### config.mk
export PLATFORM = sky130hd
export DESIGN_NAME = vicii_sprite_mux
export DESIGN_NICKNAME = d
export VERILOG_FILES = /design/src/rtl/vicii_sprite_mux.sv
export SDC_FILE = /design/constraint.sdc
export NUM_CORES = 1
export LEC_CHECK = 0
export CAP_MARGIN = 10
export CORE_ASPECT_RATIO = 0.6
export CORE_UTILIZATION = 39
export DETAILED_ROUTE_END_ITERATION = 8
export GPL_ROUTABILITY_DRIVEN = 0
export PLACE_DENSITY = 0.79
export REMOVE_ABC_BUFFERS = 1
export SYNTH_ARGS = -nofsm -noshare
export SYNTH_HDL_FRONTEND = slang
export SYNTH_SLANG_ARGS = --single-unit
### constraint.sdc
create_clock -name clk -period 1.2 [get_ports clk]
set_clock_uncertainty 0.05 [all_clocks]
set_input_delay 0.12 -clock clk [delete_from_list [all_inputs] [get_ports clk]]
set_output_delay 0.12 -clock clk [all_outputs]
set_load 0.005 [all_outputs]
### src/rtl/vicii_sprite_mux.sv
// VIC-II sprite priority multiplexer and collision detector.
// Picks the output colour from border, sprites and background, and latches clear-on-read collision flags.
module vicii_sprite_mux #(
   parameter int NSPR = 8
) (
   input  logic                clk,
   input  logic                reset,
   input  logic [NSPR-1:0]     spr_en,
   input  logic [4*NSPR-1:0]   spr_pix,
   input  logic [3:0]          bg_pix,
   input  logic                bg_fg,
   input  logic [NSPR-1:0]     mdp,
   input  logic                border,
   input  logic [3:0]          ec,
   input  logic                rd_mm,
   input  logic                rd_md,
   output logic [3:0]          pix_out,
   output logic [NSPR-1:0]     mm_col,
   output logic [NSPR-1:0]     md_col,
   output logic                irq_mm,
   output logic                irq_md
);

   logic                    win_found;
   logic [$clog2(NSPR)-1:0] win_idx;
   logic [3:0]              pix_next;
   logic [NSPR-1:0]         mm_new;
   logic [NSPR-1:0]         md_new;
   logic [NSPR-1:0]         mm_base;
   logic [NSPR-1:0]         md_base;
   logic                    multi_hit;

   always_comb begin
      win_found = 1'b0;
      win_idx   = '0;
      // Scan downward so the lowest-numbered enabled sprite is the last assignment and wins.
      for (int i = NSPR - 1; i >= 0; i--) begin
         if (spr_en[i]) begin
            win_found = 1'b1;
            win_idx   = i[$clog2(NSPR)-1:0];
         end
      end
   end

   always_comb begin
      pix_next = spr_pix[4*win_idx +: 4];
      if (border)
         pix_next = ec;
      else if (!win_found)
         pix_next = bg_pix;
      else if (mdp[win_idx] && bg_fg)
         pix_next = bg_pix;
   end

   // Clearing a power-of-two value leaves zero, so a non-zero result means two or more sprites overlap.
   assign multi_hit = (spr_en & (spr_en - 1'b1)) != '0;
   assign mm_new    = multi_hit ? spr_en : '0;
   assign md_new    = bg_fg ? spr_en : '0;
   assign mm_base   = rd_mm ? '0 : mm_col;
   assign md_base   = rd_md ? '0 : md_col;

   always_ff @(posedge clk or negedge reset) begin
      if (!reset) begin
         pix_out <= '0;
         mm_col  <= '0;
         md_col  <= '0;
         irq_mm  <= 1'b0;
         irq_md  <= 1'b0;
      end else begin
         pix_out <= pix_next;
         mm_col  <= mm_base | mm_new;
         md_col  <= md_base | md_new;
         irq_mm  <= (mm_base == '0) && (mm_new != '0);
         irq_md  <= (md_base == '0) && (md_new != '0);
      end
   end

endmodule

==> flow_summary.ini <==
[layout]
layout_common_cells = buf_4, clkdlybuf4s50_1, dfrtp_1
fin_util_pct = 87.7
final_common_cell = buf_4
final_cell_area_um2 = 3260
area_growth_pct = 111
num_antenna_cells = 0
final_nets = 383
drive_gt1_share_pct = 43.8

[worst_setup_path]
reg2reg_to = irq_mm
worstRegToRegCells = 4
reg2reg_slack_ps = -120
path_max_fanout = 8
end_kind = flop
critPathArrivalTime_ps = 2040
start_kind = input pin
crit_required_ps = 1330
critPathKind = in2reg
regToRegStartpoint = mm_col[2]

[clock_network]
numCtsBuffers = 3
worstSkewPairLatency_ps = 280
cts_tree = yes
clockBufferDepth = 2
htreeDepth = 1
cts.sinks = 22
clockRootBuffer = clkbuf_8
clk_pin_slew_ps = 90

[die]
ios = 84
coreArea_um2 = 3720
dieArea_um2 = 4230
die_h_um = 50.8
initial_core_util_pct = 41.5
die_x_um = 83.3
num_rows = 17

[global_route]
antenna_found_initial = 0
grt_pass1_vias = 2084
grt_first_pass_wirelength_mm = 10.8
track_usage_pct = 33.3
grt_remaining_overflow = 0
grt_max_degree = 23

[synthesis]
ys_seq_area_share_pct = 35.6
synth.avg_cell_area_um2 = 9.15
async_flop_share_pct = 100
yosysUniqueCellTypes = 42
syn_area_um2 = 1550
synth-seq-cells = 22
yosysWarnings = 0
netlist_instances = 169
synth_edf_count = 0
synthFlopType = dfrtp_1

[pwr]
p_per_area_nw_per_um2 = 756
max-vdd-ir-drop_mv = 0.707
power_leakage_nw = 1.42

[placed_design]
hpwl_mm = 3.86
placed_cell_area_um2 = 2670
portBuffers = 83

[route]
viasPerCell = 5.86
ant_nets = 0
dr_total_vias = 2149
drc = 0
detail_route.iter0.violations = 182
wl_per_cell_um = 21.5
postRouteWirelength_mm = 7.89
drt-pass1-iter-count = 4

[sta]
fin_crit_sh_pct = 159
timing.fmax_ghz = 0.524
setup_tns_ps = -5470
fin_ws_ps = -709
worst_pin_slew_ps = 477
setup-violations-final = 14
fin_crit_ps = 1910
rsz0062_at_grt = true
hold_viol_final = 0
slew_viol_final = 0
slew_headroom_pct = 68.1

[run_status]
violations = negative setup slack
status = finished with violations

[worst_hold_path]
min_to = md_col[3]
whs_path_depth = 3
hp-start = spr_en[3]
hold_path.class = in2reg

[flow_run]
maxCapViolCount = 0
cell type report:
type / instances / area [um2]
Fill cell: 170 / 458
Inverter: 16 / 60.1
Sequential cell: 22 / 551
Multi-Input combinational cell: 122 / 1120
Tap cell: 47 / 58.8
Timing Repair Buffer: 156 / 1420
Clock buffer: 4 / 55.1
cell usage after synthesis, types with 2 or more instances:
| master | n | share of area (%) |
|---|---|---|
| a211oi_1 | 7 | 3.4 |
| a21oi_1 | 7 | 2.3 |
| a221oi_1 | 4 | 2.3 |
| a22o_1 | 6 | 3.4 |
| buf_2 | 3 | 0.97 |
| buf_6 | 3 | 2.2 |
| clkbuf_1 | 2 | 0.49 |
| dfrtp_1 | 22 | 36 |
| inv_1 | 16 | 3.9 |
| mux2_2 | 7 | 5.1 |
| mux2i_1 | 9 | 5.8 |
| nand2_1 | 14 | 3.4 |
| nor2_1 | 15 | 3.6 |
| nor2b_1 | 3 | 1.2 |
| nor3_1 | 3 | 0.97 |
| nor4_1 | 8 | 3.2 |
| o21ai_0 | 12 | 3.9 |
| o31ai_1 | 2 | 0.97 |
| or2_0 | 2 | 0.81 |
| or3_1 | 2 | 0.81 |
cells by family (layout without fill, tap and decap cells):
kind of cell | Yosys count | count (layout) | share of synthesized area, %
AO/OA/AOI/OAI | 47 | 47 | 23.7
adder cells (fa/ha/maj) | 1 | 1 | 0.647
buffers and inverters | 26 | 176 | 8.33
flip-flops | 22 | 22 | 35.6
multiplexers | 17 | 17 | 11.9
AND/OR/NAND/NOR | 56 | 57 | 19.8
per-stage QoR:
stage	setup slack (ps)	instances	hold slack [ps]	power [mW]
global placement	-1250	328	443	1.61
floorplan	-909	159	-226	1.08
finish	-709	367	89.8	2.47
detailed placement	-1290	328	443	1.62
global route	-722	367	95.8	2.53
CTS	-529	364	98.1	2.30
layer usage:
layer / up-vias / GRT usage (%) / share of wire [%]
met3: 33 / 8.88 / 9.2
met2: 157 / 55.2 / 48
li1: 913 / - / -
met1: 1046 / 43.4 / 40
met5: - / 0 / 0
met4: 0 / 8.91 / 2.9
critical path: stages:
cell	delay (ps)
buf_2	120
buf_6	130
buf_6	110
o311ai_4	360
buf_4	200
mux2i_1	80
a221o_1	400
o21ai_4	170
nor4_1	100
a221oi_1	250
registers in the layout (all words and copies together) (netlist names):
signal	cells
md_col	8
mm_col	8
pix_out	4
irq_md	1
irq_mm	1
power breakdown:
part	leakage [nW]	total [mW]	switching, mW	internal (mW)
registers	0.254	0.845	0.0396	0.805
logic	1.14	1.06	0.459	0.600
clock network	0.0288	0.565	0.271	0.294
what timing repair did:
action	CTS	global route
cloned	1	0
hold buffers	0	0
buffers inserted	34	4
pin swaps	31	18
setup endpoints to repair	36	14
gates resized for setup	108	26
worst max path at each step:
stage              start  slack [ps]  depth (start not counted)         end
3_3_place_gp   spr_en[7]       -1250                          9  pix_out[1]
6_report       spr_en[5]        -710                         10  pix_out[3]
2_1_floorplan  spr_en[0]        -910                          7  pix_out[2]
3_5_place_dp   spr_en[7]       -1290                          9  pix_out[1]
4_1_cts        spr_en[7]        -530                         10  pix_out[3]
5_1_grt        spr_en[5]        -720                         10  pix_out[2]
Power figures use the tool's default switching activity.
